File: src/rtl/serial_tx.sv
// serial_tx: framed parallel-in / serial-out transmitter.
// A word accepted over valid/ready goes onto tx as start bit (0), WIDTH data
// bits LSB-first, then stop bit (1); every bit is held CLKS_PER_BIT cycles.
// All outputs come straight from flops whose next value is derived from the
// next-state logic, so nothing on the outputs depends combinationally on the
// inputs, and clr forces the idle values onto the outputs immediately.
module serial_tx #(
   parameter int WIDTH        = 8,
   parameter int CLKS_PER_BIT = 4
) (
   input  logic             clk,
   input  logic             clr,
   input  logic [WIDTH-1:0] din,
   input  logic             din_valid,
   output logic             din_ready,
   output logic             tx,
   output logic             busy,
   output logic             done
);

   // bit-time counter needs at least one bit even when CLKS_PER_BIT is 1
   localparam int CW = (CLKS_PER_BIT > 1) ? $clog2(CLKS_PER_BIT) : 1;
   // bit index must be able to hold WIDTH itself
   localparam int IW = (WIDTH > 1) ? $clog2(WIDTH + 1) : 1;

   localparam logic [CW-1:0] CNT_LAST = CW'(CLKS_PER_BIT - 1);
   localparam logic [CW-1:0] CNT_ONE  = CW'(1);
   localparam logic [CW-1:0] CNT_ZERO = CW'(0);
   localparam logic [IW-1:0] IDX_LAST = IW'(WIDTH - 1);
   localparam logic [IW-1:0] IDX_ONE  = IW'(1);
   localparam logic [IW-1:0] IDX_ZERO = IW'(0);

   typedef enum logic [1:0] {
      S_IDLE  = 2'd0,
      S_START = 2'd1,
      S_DATA  = 2'd2,
      S_STOP  = 2'd3
   } state_e;

   state_e           state_q, state_d;
   logic [CW-1:0]    cnt_q,   cnt_d;
   logic [IW-1:0]    idx_q,   idx_d;
   logic [WIDTH-1:0] shreg_q, shreg_d;
   logic             tx_q,    tx_d;
   logic             busy_q,  busy_d;
   logic             ready_q, ready_d;
   logic             done_q,  done_d;

   // State, datapath and output registers; clr returns everything to idle at once
   always_ff @(posedge clk or posedge clr) begin
      if (clr) begin
         state_q <= S_IDLE;
         cnt_q   <= CNT_ZERO;
         idx_q   <= IDX_ZERO;
         shreg_q <= {WIDTH{1'b0}};
         tx_q    <= 1'b1;
         busy_q  <= 1'b0;
         ready_q <= 1'b1;
         done_q  <= 1'b0;
      end else begin
         state_q <= state_d;
         cnt_q   <= cnt_d;
         idx_q   <= idx_d;
         shreg_q <= shreg_d;
         tx_q    <= tx_d;
         busy_q  <= busy_d;
         ready_q <= ready_d;
         done_q  <= done_d;
      end
   end

   // Next-state, bit-time counter, bit index and shift register
   always_comb begin
      state_d = state_q;
      cnt_d   = cnt_q;
      idx_d   = idx_q;
      shreg_d = shreg_q;
      case (state_q)
         S_IDLE: begin
            cnt_d = CNT_ZERO;
            if (din_valid) begin
               shreg_d = din;
               idx_d   = IDX_ZERO;
               state_d = S_START;
            end else begin
               state_d = S_IDLE;
            end
         end
         S_START: begin
            if (cnt_q == CNT_LAST) begin
               cnt_d   = CNT_ZERO;
               state_d = S_DATA;
            end else begin
               cnt_d = cnt_q + CNT_ONE;
            end
         end
         S_DATA: begin
            if (cnt_q == CNT_LAST) begin
               cnt_d   = CNT_ZERO;
               shreg_d = shreg_q >> 1'b1;
               idx_d   = idx_q + IDX_ONE;
               if (idx_q == IDX_LAST) begin
                  state_d = S_STOP;
               end else begin
                  state_d = S_DATA;
               end
            end else begin
               cnt_d = cnt_q + CNT_ONE;
            end
         end
         S_STOP: begin
            if (cnt_q == CNT_LAST) begin
               cnt_d   = CNT_ZERO;
               state_d = S_IDLE;
            end else begin
               cnt_d = cnt_q + CNT_ONE;
            end
         end
         default: begin
            cnt_d   = CNT_ZERO;
            state_d = S_IDLE;
         end
      endcase
   end

   // Output values for the coming cycle, decoded from the next state
   always_comb begin
      tx_d    = 1'b1;
      busy_d  = 1'b0;
      ready_d = 1'b0;
      done_d  = (state_q == S_STOP) && (state_d == S_IDLE);
      case (state_d)
         S_IDLE: begin
            tx_d    = 1'b1;
            ready_d = 1'b1;
         end
         S_START: begin
            tx_d   = 1'b0;
            busy_d = 1'b1;
         end
         S_DATA: begin
            tx_d   = shreg_d[0];
            busy_d = 1'b1;
         end
         S_STOP: begin
            tx_d   = 1'b1;
            busy_d = 1'b1;
         end
         default: begin
            tx_d    = 1'b1;
            ready_d = 1'b1;
         end
      endcase
   end

   assign tx        = tx_q;
   assign busy      = busy_q;
   assign din_ready = ready_q;
   assign done      = done_q;

endmodule

File: config.mk
export PLATFORM = sky130hd
export DESIGN_NAME = serial_tx
export DESIGN_NICKNAME = d
export VERILOG_FILES = /design/src/rtl/serial_tx.sv
export SDC_FILE = /design/constraint.sdc
export NUM_CORES = 1
export LEC_CHECK = 0
export CORE_ASPECT_RATIO = 1.25
export CORE_MARGIN = 4
export CORE_UTILIZATION = 39
export CTS_CLUSTER_DIAMETER = 150
export DETAILED_ROUTE_END_ITERATION = 8
export PLACE_DENSITY = 0.68
export SLEW_MARGIN = 0
export SYNTH_ARGS = -nofsm -noshare
export SYNTH_HDL_FRONTEND = slang
export SYNTH_SLANG_ARGS = --single-unit
File: constraint.sdc
create_clock -name clk -period 1.85 [get_ports clk]
set_input_delay 0.4625 -clock clk [delete_from_list [all_inputs] [get_ports clk]]
set_output_delay 0.4625 -clock clk [all_outputs]
set_load 0.05 [all_outputs]
==> flow_summary.json <==
{
  "setup_viol": 0,
  "dieWidth_um": 54.2,
  "fp.dieArea_um2": 3560,
  "drive_above_1_share_pct": 36.8,
  "cts_hold_buf": 0,
  "slew_viol_final": 0,
  "first_global_vias": 818,
  "syn_nets": 107,
  "fmax_mhz": 553,
  "dr.pass1.iters": 4,
  "cts_root_buf": "clkbuf_4",
  "hold_class": "in -> async",
  "async_flop_share_pct": 100,
  "synth_edf_count": 0,
  "crit_family": "flip-flops",
  "final-seq-area_um2": 507,
  "syn-cell-area_um2": 1040,
  "skew_ns": 0.00464,
  "yosys.cell_types.count": 35,
  "vdd_drop_max_mv": 0.413,
  "cts_tree": "built",
  "crit_chain": "ha_4, nand4b_4, o311a_4, buf_6, ha_4, or3b_4, o221ai_2",
  "grtUsageTotal_pct": 14.0,
  "yosysWarnings": 0,
  "synthFlopType": "dfrtp_1",
  "fin_ws_ns": 0.0423,
  "crit_start": "cnt_q[0]$_DFF_PP0_",
  "crit_slowest_cell": "dfrtp_2",
  "place_area_um2": 1290,
  "globalplace.congestion": 0.795,
  "crit_fanout": 4,
  "h-tree-depth": 1,
  "overflow": 0,
  "post-route-period-util_pct": 97.7,
  "start_util_pct": 41.5,
  "multiInputGateArea_um2": 566,
  "wl_um": 2130,
  "grt_max_degree": 21,
  "nFillCells": 224,
  "num_rows": 20,
  "clock_sinks": 20,
  "ys_seq_area_share_pct": 48.4,
  "vias_per_cell": 5.14,
  "grt_first_pass_wirelength_um": 3640,
  "status": "complete, no violations",
  "drc": 0,
  "portBuffers": 14,
  "worstPathArrival_ns": 2.02,
  "ys_ff_latch": 20,
  "syn_area_per_cell_um2": 11.7,
  "fp.dieH_um": 65.7,
  "hold_violations": 0,
  "diodes": 0,
  "critPathMaxStageDelay_ns": 0.46,
  "syn_to_final_growth_pct": 36.0,
  "dr_total_vias": 756,
  "crit_path_start_kind": "register",
  "insertion_delay_ns": 0.29,
  "cp.required_ns": 2.07,
  "fin_setup_tns_ns": 0,
  "worstMarginPinSlew_ns": 0.397,
  "ios": 15,
  "p_leak_nw": 0.629,
  "design.core.area_um2": 2500,
  "ant_nets": 0,
  "nNetsFinal": 133,
  "syn_inst": 89,
  "drv_cap": 0,
  "crit_path_end_kind": "register",
  "pre_cts_slack_ns": -0.370,
  "wl_per_cell_um": 14.5,
  "rr_startpoint": "cnt_q[0]$_DFF_PP0_",
  "clockBufferDepth": 2,
  "slew_headroom_pct": 73.3,
  "dpl.hpwl_um": 1620,
  "final_area_um2": 1410,
  "powerDensity_nw_per_um2": 510,
  "path_clk_slew_ns": 0.11,
  "crit_type": "reg -> reg",
  "antenna_found_initial": 0,
  "rsz0062_at_grt": "false",
  "cts_inserted_buffers": 3,
  "fin_crit_ns": 1.81,
  "utilization_pct": 56.5,
  "crit_top_cell": "ha_4",
  "drt_iter0_markers": 11,
  "critPathBufInv": 1
}
[final cells by class]
type | instances | area share [%]
flip-flops and latches | 20 | 35.9
well taps | 33 | 2.92
repair buffers | 25 | 17.3
clock buffers | 4 | 2.57
multi-input cells | 60 | 40.0
inverters | 5 | 1.33
[worst reg2reg max path, cell delays in order, from the launching register on]
cell and delay, ns:
dfrtp_2 0.46, ha_4 0.19, nand4b_4 0.10, o311a_4 0.20, buf_6 0.12, ha_4 0.13
or3b_4 0.37, o221ai_2 0.17
[metrics by stage]
stage	std cells	total power, mW	hold slack (ns)
4_1_cts	146	0.732	0.489
3_3_place_gp	142	0.483	0.459
6_report	147	0.720	0.489
2_1_floorplan	89	0.455	0.425
5_1_grt	147	0.763	0.490
3_5_place_dp	142	0.484	0.479
[synthesized netlist by cell type (2+ instances only)]
cell	count	share of area [%]
a221o_1	6	5.8
or3b_1	2	1.7
nor2_1	2	0.72
nand2_1	2	0.72
inv_1	4	1.4
ha_1	7	8.4
and2_1	7	4.2
nor2b_1	4	2.4
nand2b_1	3	1.8
buf_4	2	1.4
dfrtp_1	18	43
a21o_1	2	1.4
and4b_1	3	2.9
dfstp_2	2	5.1
o21ai_0	3	1.4
a21oi_1	3	1.4
[cells by family (layout without fill, tap and decap cells)]
logic type	Yosys count	in the layout	share of synthesized area (%)
adder cells (fa/ha/maj)	7	7	8.43
AND/OR/NAND/NOR	31	31	21.4
buffers and inverters	9	34	4.82
multiplexers	1	1	1.08
flip-flops	20	20	48.4
AO/OA/AOI/OAI	20	20	14.9
XOR/XNOR	1	1	0.844
[routing by layer]
layer	track usage, %	wire (um)	up-vias	share of wire [%]
met2	22.6	1140	12	54
li1	-	-	369	-
met3	2.49	86	2	4.0
met1	17.5	883	373	41
met4	6.85	16	0	0.75
met5	0	0	-	0
[cells in the final DEF, fill, tap and decap left out, types with 3 or more instances in the layout]
cell             Yosys  layout
clkbuf_4             0       3
dfrtp_2              0       3
and4b_1              3       3
buf_4                2      12
nor2b_1              4       4
clkdlybuf4s50_1      0       9
dfrtp_1             18      15
a221o_1              6       6
ha_4                 0       4
inv_1                4       3
o21ai_0              3       3
nand2b_1             3       3
and2_1               7       7
a21oi_1              3       3
[where the power goes]
group          leakage (nW)  switching, mW  total [mW]  internal (mW)
clock network        0.0210          0.125       0.245          0.120
registers             0.240              0       0.437          0.437
logic                 0.369         0.0155      0.0382         0.0227
total                 0.629          0.141       0.720          0.580
[what timing repair did]
item	CTS	global route
setup buffers	0	1
hold endpoints to repair	0	0
setup endpoints to repair	1	1
gates resized for setup	11	8
pin swaps	2	3
[path summary, 6_finish.rpt]
kind	slack (ns)	end	cells past startpoint
worst min register to register	0.52	shreg_q[2]$_DFFE_PP0P_	1
worst min-delay path	0.49	shreg_q[1]$_DFFE_PP0P_	3
worst max-delay path	0.04	tx$_DFF_PP1_	7
max in group asynchronous	1.09	tx$_DFF_PP1_	3
worst max register to register	0.04	tx$_DFF_PP1_	7
min in group clk	0.52	shreg_q[2]$_DFFE_PP0P_	1
[sequential cells by signal, summed over array words and instances, names as in the netlist]
register	cells
busy	1
tx	1
done	1
idx_q	4
shreg_q	8
din_ready	1
state_q	2
cnt_q	2
(Power assumes the default switching activity.)
==> RTL edit: new RTL, config.mk and constraints unchanged <==
Encoding of `state_e`: now Gray code (2 bits for 4 states).
--- a/src/rtl/serial_tx.sv
+++ b/src/rtl/serial_tx.sv
@@ -31,10 +31,10 @@
    localparam logic [IW-1:0] IDX_ZERO = IW'(0);
 
    typedef enum logic [1:0] {
-      S_IDLE  = 2'd0,
-      S_START = 2'd1,
-      S_DATA  = 2'd2,
-      S_STOP  = 2'd3
+      S_IDLE  = 2'b00,
+      S_START = 2'b01,
+      S_DATA  = 2'b11,
+      S_STOP  = 2'b10
    } state_e;
 
    state_e           state_q, state_d;
Behaviour: same outputs for any inputs over 10 cycles, from zero or initial values; not proved beyond that.
==> RTL edit against the unedited design <==
First-iteration DRC count rose by 100%. Worst hold slack worse by 0.10 ns. Design area fell by 6.6%. Routed wire length rose by 8.9%. Setup slack improved by 0.12 ns. Utilization down 7.2 points. Sequential cell count unchanged. Synthesized area is 4.1% higher. Largest cell class unchanged.
Power is not compared: it rests on default switching activity, and its combinational part moved more than twofold at a synthesized area within 25%.
==> RTL edit: results (changes against the unedited design) <==
status: finished clean
R2R Path End: shreg_q[7]$_DFFE_PP0P_
sequential element share of the synthesized area: 46.5% (-1.9 points)
HPWL Detailed: 1740 um (+7.7%)
Max FO, Critical Path: 9 (+5)
Initial DRC Count: 22 (+11)
syn_nets: 122 (+14%)
Clock Latency Late Sink: 0.31 ns (+0.02 ns)
Mapped Avg Cell Area: 10.5 sq um (-10%)
pin count of the biggest net entering global routing: 14 (-33%)
Worst slew margin: 59.2% (-14 points)
Area contributors post-synth: dfrtp_1 (42%), ha_1 (9.3%), o31ai_1 (6.9%)
Synth Area in Adders: 9.26% (+0.83 points)
RePlAce Congestion: 0.796 (+0.14%)
Netlist cell types: 32 (-8.6%)
Synth Area in Compound Gates: 23.3% (+8.3 points)
hold_ws: 0.388 ns (-0.101 ns)
Worst Skew: 0.0136 ns (+0.00894 ns)
Num CTS Buffers: 3 (unchanged)
share of cells above drive strength 1: 14.2% (-23 points)
vias in the first global route: 856 (+4.6%)
Post-Synth XOR/XNOR Area: 0% (-0.84 points)
first-pass GRT wire length: 3840 um (+5.3%)
R2R cell count: 5 (-2)
R2R Setup Slk: 0.16 ns (+0.12 ns)
FF-to-FF Start: state_q[0]$_DFF_PP0_
WP data arrival: 1.87 ns (-0.15 ns)
routed vias: 880 (+16%)
synth cell count leaders: dfrtp_1 (18), o21ai_0 (10), o31ai_1 (10)
mux cell area share after synthesis: 1.97% (+0.88 points)
final net count: 140 (+5.3%)
Post-CTS Resized: 0 (-11)
## RTL edit: cell count changes after synthesis, moves of 3 or more
cell | before | now
a221o_1 | 6 | 0
o31ai_1 | 1 | 10
clkbuf_1 | 0 | 4
and4b_1 | 3 | 0
a32oi_1 | 0 | 6
and2_1 | 7 | 1
o21ai_0 | 3 | 10
## RTL edit: worst max-delay path, cell delays in order, from the launching register on
cell and delay (ns):
dfrtp_1 0.43, inv_1 0.12, ha_1 0.25, mux2i_1 0.28, or2_1 0.35, o21ai_1 0.13
## RTL edit: routing by layer
layer | share of wire, % | GRT usage (%) | vias up
li1 | - | - | 416
met1 | 45 | 18.6 | 442
met2 | 49 | 24.1 | 17
met3 | 4.3 | 2.24 | 5
met4 | 1.8 | 6.38 | 0
met5 | 0 | 0 | -
## RTL edit: logic make-up after synthesis
group                      count (synthesis)
and+or+nand+nor                           24
DFF                                       20
adders and majority gates                  8
buffers and inverters                     13
AOI/OAI and AO/OA                         36
muxes                                      2
## RTL edit: final cells by class
cell class	count	area (sq um)
fill	269	1360
multi-input combinational	70	524
sequential	20	503
timing repair buffer	20	200
tap	34	42.5
clock buffer	4	26.3
inverter	6	22.5
## RTL edit: metrics by stage
step / util, % / power, mW / setup slack (ns) / cell area, sq um
2_1_floorplan: - / 1.22 / 0.307 / 1080
3_3_place_gp: 48.0 / 1.49 / 0.0869 / 1290
3_5_place_dp: 48.0 / 1.51 / 0.0448 / 1290
4_1_cts: 49.0 / 1.73 / 0.162 / 1310
5_1_grt: 49.2 / 1.85 / 0.00745 / 1320
6_report: 49.2 / 1.72 / 0.158 / 1320
## RTL edit: how the worst max path moves through the flow
| stage | cells past startpoint | slack [ns] | startpoint | endpoint |
|---|---|---|---|---|
| 2_1_floorplan | 4 | 0.31 | state_q[0]$_DFF_PP0_ | busy$_DFF_PP0_ |
| 3_3_place_gp | 4 | 0.09 | din_valid | idx_q[2]$_DFFE_PP0P_ |
| 3_5_place_dp | 5 | 0.04 | din_valid | shreg_q[4]$_DFFE_PP0P_ |
| 4_1_cts | 5 | 0.16 | state_q[0]$_DFF_PP0_ | shreg_q[5]$_DFFE_PP0P_ |
| 5_1_grt | 5 | 0.007 | state_q[0]$_DFF_PP0_ | shreg_q[2]$_DFFE_PP0P_ |
| 6_report | 5 | 0.16 | state_q[0]$_DFF_PP0_ | shreg_q[7]$_DFFE_PP0P_ |
## RTL edit: power groups by stage
stage / clock, mW / combinational (mW) / sequential, mW
global route: 0.241 / 0.937 / 0.669
finish: 0.217 / 0.857 / 0.650
floorplan: 0 / 0.463 / 0.761
CTS: 0.226 / 0.853 / 0.651
global placement: 0 / 0.835 / 0.653
detailed placement: 0 / 0.849 / 0.661
